==> config.mk <==
export PLATFORM = sky130hd
export DESIGN_NAME = dcm_input_filter
export DESIGN_NICKNAME = d
export VERILOG_FILES = /design/src/rtl/dcm_input_filter.sv
export SDC_FILE = /design/constraint.sdc
export NUM_CORES = 1
export LEC_CHECK = 0
export CELL_PAD_IN_SITES_DETAIL_PLACEMENT = 1
export CELL_PAD_IN_SITES_GLOBAL_PLACEMENT = 1
export CORE_ASPECT_RATIO = 1.1
export CORE_UTILIZATION = 30
export DETAILED_ROUTE_END_ITERATION = 16
export PLACE_DENSITY_LB_ADDON = 0.1
export SLEW_MARGIN = 20
export SYNTH_ARGS = -nofsm -noshare
export SYNTH_HDL_FRONTEND = slang
export SYNTH_SLANG_ARGS = --single-unit
==> constraint.sdc <==
create_clock -name clk -period 1.8 [get_ports clk]
set_clock_uncertainty 0.15 [all_clocks]
set_input_delay 0.36 -clock clk [delete_from_list [all_inputs] [get_ports clk]]
set_output_delay 0.36 -clock clk [all_outputs]
set_load 0.005 [all_outputs]
==> src/rtl/dcm_input_filter.sv <==
// Two-flop sync + consecutive-sample glitch filter for motor pulse/fault/otw.
// Optional per-channel glitch counters: define DCM_INPUT_FILTER_GLITCH_CNT_EN.
module dcm_input_filter #(
    parameter int N_CHANNELS = 8,
    parameter int PULSE_LEN  = 4,
    parameter int FAULT_LEN  = 16
) (
    input  logic                    clk,
    input  logic                    reset,
    input  logic [N_CHANNELS-1:0]   raw_pulse,
    input  logic [N_CHANNELS-1:0]   raw_fault,
    input  logic [N_CHANNELS-1:0]   raw_otw,
    output logic [N_CHANNELS-1:0]   motor_pulse,
    output logic [N_CHANNELS-1:0]   motor_fault,
    output logic [N_CHANNELS-1:0]   motor_otw,
    output logic [N_CHANNELS-1:0]   pulse_rise,
    input  logic                    glitch_clear,
    output logic [8*N_CHANNELS-1:0] glitch_count
);
    localparam int NS = 3 * N_CHANNELS;
    localparam logic [7:0] PLM1 = 8'(PULSE_LEN - 1);
    localparam logic [7:0] FLM1 = 8'(FAULT_LEN - 1);

    logic [NS-1:0]         raw_all;
    logic [NS-1:0]         s1_q;
    logic [NS-1:0]         s2_q;
    logic [NS-1:0]         f_q;
    logic [NS-1:0]         f_d;
    logic [7:0]            c_q [NS];
    logic [7:0]            c_d [NS];
    logic [N_CHANNELS-1:0] rise_q;
    logic [N_CHANNELS-1:0] rise_d;

    // Signal order in the flat vectors: pulse, then fault, then otw.
    assign raw_all = {raw_otw, raw_fault, raw_pulse};

    always_comb begin
        f_d = f_q;
        for (int i = 0; i < NS; i++) begin
            c_d[i] = c_q[i];
            if (s2_q[i] == f_q[i]) begin
                c_d[i] = '0;
            end else if (c_q[i] == ((i < N_CHANNELS) ? PLM1 : FLM1)) begin
                f_d[i] = s2_q[i];
                c_d[i] = '0;
            end else begin
                c_d[i] = c_q[i] + 8'd1;
            end
        end
    end

    assign rise_d = f_d[N_CHANNELS-1:0] & ~f_q[N_CHANNELS-1:0];

    always_ff @(posedge clk) begin
        if (reset) begin
            s1_q   <= '0;
            s2_q   <= '0;
            f_q    <= '0;
            rise_q <= '0;
            for (int i = 0; i < NS; i++) begin
                c_q[i] <= '0;
            end
        end else begin
            s1_q   <= raw_all;
            s2_q   <= s1_q;
            f_q    <= f_d;
            rise_q <= rise_d;
            for (int i = 0; i < NS; i++) begin
                c_q[i] <= c_d[i];
            end
        end
    end

    assign motor_pulse = f_q[N_CHANNELS-1:0];
    assign motor_fault = f_q[2*N_CHANNELS-1:N_CHANNELS];
    assign motor_otw   = f_q[3*N_CHANNELS-1:2*N_CHANNELS];
    assign pulse_rise  = rise_q;

`ifdef DCM_INPUT_FILTER_GLITCH_CNT_EN
    logic [N_CHANNELS-1:0] glitch_ev;
    logic [7:0]            g_q [N_CHANNELS];
    logic [7:0]            g_d [N_CHANNELS];

    // A glitch is a pulse disagreement abandoned before acceptance.
    always_comb begin
        for (int i = 0; i < N_CHANNELS; i++) begin
            glitch_ev[i] = (s2_q[i] == f_q[i]) && (c_q[i] != 8'd0);
            g_d[i]       = g_q[i];
            if (glitch_clear) begin
                g_d[i] = '0;
            end else if (glitch_ev[i] && (g_q[i] != 8'hFF)) begin
                g_d[i] = g_q[i] + 8'd1;
            end
        end
    end

    always_ff @(posedge clk) begin
        if (reset) begin
            for (int i = 0; i < N_CHANNELS; i++) begin
                g_q[i] <= '0;
            end
        end else begin
            for (int i = 0; i < N_CHANNELS; i++) begin
                g_q[i] <= g_d[i];
            end
        end
    end

    for (genvar gi = 0; gi < N_CHANNELS; gi++) begin : g_cnt_out
        assign glitch_count[8*gi +: 8] = g_q[gi];
    end
`else
    logic unused_glitch_clear;

    assign unused_glitch_clear = glitch_clear;
    assign glitch_count        = '0;
`endif

endmodule
==> impl_metrics.env <==
export IMPL_status="finished clean"
export IMPL_final_setup_viol_count=0
export IMPL_place_ws_ns=0.08611
export IMPL_fp_dieW_um=185.6
export IMPL_regToRegSetupSlack_ns=0.03
export IMPL_cts_buffers=34
export IMPL_ir_worst_vdd_mv=0.4797
export IMPL_ys_warn_count=0
export IMPL_reg2reg_depth=3
export IMPL_postSynthCellCount=1235
export IMPL_portBuffers=57
export IMPL_cts_sinks=272
export IMPL_cts_tree="yes"
export IMPL_detail_route_antenna_nets=0
export IMPL_fin_tns_setup_ns=0
export IMPL_hold_class="in2reg"
export IMPL_die_area_um2=37860
export IMPL_dr_pass1_iters=4
export IMPL_yosysSeqAreaShare=0.4894
export IMPL_grt_pass1_wl_mm=40.25
export IMPL_min_delay_start="reset"
export IMPL_clock_latency_ns=0.52
export IMPL_design_area_um2=13730
export IMPL_rows=73
export IMPL_dieHeight_um=204.0
export IMPL_leakagePower_nw=5.037
export IMPL_dr_first_iter_drc_count=285
export IMPL_worstPathArrival_ns=2.05
export IMPL_clockRootBuffer="clkbuf_16"
export IMPL_final_min_period_over_clock_period=0.9811
export IMPL_drc=0
export IMPL_final_cells=1893
export IMPL_crit_reg2reg_launch="c_q[0][45]$_SDFF_PP0_"
export IMPL_cp_max_fo=4
export IMPL_area_growth_pct=23.44
export IMPL_cp_start_kind="flop"
export IMPL_wl_per_cell_um=12.47
export IMPL_antenna_cells=0
export IMPL_hold_buffers=0
export IMPL_grt_max_degree=58
export IMPL_coreArea_um2=36350
export IMPL_netlist_area_um2=11130
export IMPL_initial_core_util=0.3061
export IMPL_antenna_found_initial=0
export IMPL_grt_usage=0.1268
export IMPL_power_density_nw_per_um2=973.1
export IMPL_fin_crit_ns=1.766
export IMPL_crit_path_end_kind="flop"
export IMPL_reg2reg_to="f_q[5]$_SDFF_PP0_"
export IMPL_drv_slew=0
export IMPL_crit_chain="or4_4 > or4_1 > a21oi_2"
export IMPL_nFillCells=4276
export IMPL_overflow=0
export IMPL_hold_viol_final=0
export IMPL_timing_final_ws_setup_ns=0.03407
export IMPL_cpPeakStageDelay_ns=0.56
export IMPL_grt_pass1_vias=8780
export IMPL_synth_cell_types=40
export IMPL_clock_path_buffers=3
export IMPL_hold_depth=3
export IMPL_dp_hpwl_mm=16.04
export IMPL_place_gp_congestion=0.7130
export IMPL_cts_max_level=2
export IMPL_rsz0062_at_grt="false"
export IMPL_viasPerCell=4.659
export IMPL_pin_count=123
export IMPL_clk_pin_slew_worst_paths_ns=0.05
export IMPL_critPathKind="reg2reg"
export IMPL_finalNetCount=1435
export IMPL_num_vias=8820
export IMPL_fmax_ghz=0.5663
export IMPL_place_area_um2=12550
export IMPL_synth_avg_cell_area_um2=9.009
export IMPL_drive_above_1_share=0.1223
export IMPL_placed_cells=1831
export IMPL_ys_ff_latch=272
export IMPL_min_to="s1_q[20]$_SDFF_PP0_"
export IMPL_critPathSlowestCell="or4_4"
export IMPL_critPathRequiredTime_ns=2.08
export IMPL_max_cap_violations=0
export IMPL_wl_mm=23.60
## state kept, by name (all words and copies together), names as in the netlist
signal / count
s2_q: 24
s1_q: 24
pulse_rise: 8
c_q: 192
f_q: 24
## critical path, delay by kind of cell, from the launching register on
family / cells / cell delay, ns
simple gates: 2 / 1.07
flops: 1 / 0.32
compound gates: 1 / 0.15
## repair_timing
| item | CTS | global route |
|---|---|---|
| gates resized for setup | 52 | 4 |
| endpoints found under the hold margin | 0 | 0 |
| buffers inserted | 4 | 0 |
| setup endpoints to repair | 32 | 5 |
## cell families (layout without fill, tap and decap cells)
| family | Yosys count | after routing | share of synthesized area |
|---|---|---|---|
| XOR/XNOR | 78 | 78 | 0.06140 |
| buffers and inverters | 130 | 238 | 0.06556 |
| AND/OR/NAND/NOR | 496 | 496 | 0.2410 |
| AO/OA/AOI/OAI | 234 | 234 | 0.1153 |
| other | 1 | 64 | 0.0003371 |
| flip-flops | 272 | 272 | 0.4894 |
| adder cells (fa/ha/maj) | 24 | 24 | 0.02699 |
## power breakdown
group | switching (W) | internal, W
combinational | 0.000172 | 0.000137
sequential | 0.0000346 | 0.00608
clock | 0.00256 | 0.00438
total | 0.00277 | 0.0106
## through the flow
| stage | hold WS, ns | total power, W | utilization |
|---|---|---|---|
| finish | 0.1117 | 0.01336 | 0.3778 |
| global route | 0.1104 | 0.01391 | 0.3778 |
| CTS | 0.08545 | 0.01365 | 0.3774 |
| detailed placement | 0.2755 | 0.006570 | 0.3452 |
| global placement | 0.2666 | 0.006565 | 0.3452 |
| floorplan | 0.2638 | 0.006517 | - |
## cells in the final DEF, fill, tap and decap left out, types with 17 or more instances in the layout
master	instances
o21ai_0	92
or4_1	22
nand3_1	82
nor2b_1	48
xor2_1	53
buf_4	70
or3b_2	18
dfxtp_1	255
clkdlybuf4s50_1	24
nand2_1	78
ha_1	24
nand4_1	24
inv_1	50
clkbuf_16	37
conb_1	64
dlygate4sd2_1	32
a21oi_1	102
or3_1	92
o211ai_1	17
xnor2_1	25
nor2_1	100
## synthesized netlist by cell type
cell        n  area, um2
dfxtp_1   272       5445
a21oi_1   104      520.5
nor2_1    100      375.4
o21ai_0    92      460.4
or3_1      92      575.6
nand3_1    82      410.4
nand2_1    78      292.8
buf_4      64      480.5
xor2_1     53      464.2
inv_1      51      191.4
nor2b_1    48      300.3
xnor2_1    25      219.0
ha_1       24      300.3
nand4_1    24      150.1
or4_1      23      172.7
or3b_2     18      157.7
o211ai_1   17      127.6
clkbuf_1   12      45.04
a211oi_1    8      60.06
nor3_1      7      35.03
nor4b_1     6      52.55
nor3b_1     4      30.03
nor4_1      3      18.77
o31ai_1     3      22.52
a22o_1      2      17.52
a311oi_1    2      17.52
a31oi_1     2      12.51
buf_1       2      7.510
nand2b_1    2      12.51
nor3_2      2      20.02
nor4b_2     2      30.03
o211ai_2    2      25.02
or4_4       2      22.52
a311o_1     1      10.01
a31o_2      1      8.760
and3_1      1      6.260
and4_1      1      8.760
buf_2       1      5.000
conb_1      1      3.750
or4b_1      1      10.01
## layer usage
| metal | GRT usage | up-vias | part of all wire |
|---|---|---|---|
| met5 | 0 | - | 0 |
| met4 | 0.04625 | 0 | 0.024 |
| met3 | 0.02815 | 36 | 0.040 |
| met2 | 0.2150 | 101 | 0.47 |
| met1 | 0.1561 | 4182 | 0.47 |
| li1 | - | 4501 | - |
## worst max path at each step
stage                       endpoint  slack (ns)  cells past startpoint             startpoint
5_1_grt            f_q[5]$_SDFF_PP0_      0.0003                      3  c_q[0][45]$_SDFF_PP0_
3_5_place_dp       f_q[5]$_SDFF_PP0_        0.09                      3  c_q[0][45]$_SDFF_PP0_
3_3_place_gp       f_q[5]$_SDFF_PP0_        0.12                      3  c_q[0][45]$_SDFF_PP0_
2_1_floorplan  c_q[0][50]$_SDFF_PP0_        0.09                      4  c_q[0][48]$_SDFF_PP0_
6_report           f_q[5]$_SDFF_PP0_        0.03                      3  c_q[0][45]$_SDFF_PP0_
4_1_cts            f_q[5]$_SDFF_PP0_       0.006                      3  c_q[0][45]$_SDFF_PP0_
## layout make-up
type / count / area, um2 / area share
Inverter: 51 / 191.4 / 0.01394
Multi-Input combinational cell: 896 / 5202 / 0.3788
Clock buffer: 54 / 1080 / 0.07863
Clock inverter: 4 / 70.07 / 0.005102
Tap cell: 487 / 609.3 / 0.04437
Timing Repair Buffer: 129 / 1106 / 0.08054
Sequential cell: 272 / 5474 / 0.3986
No activity file was read; power rests on OpenSTA's default activity.
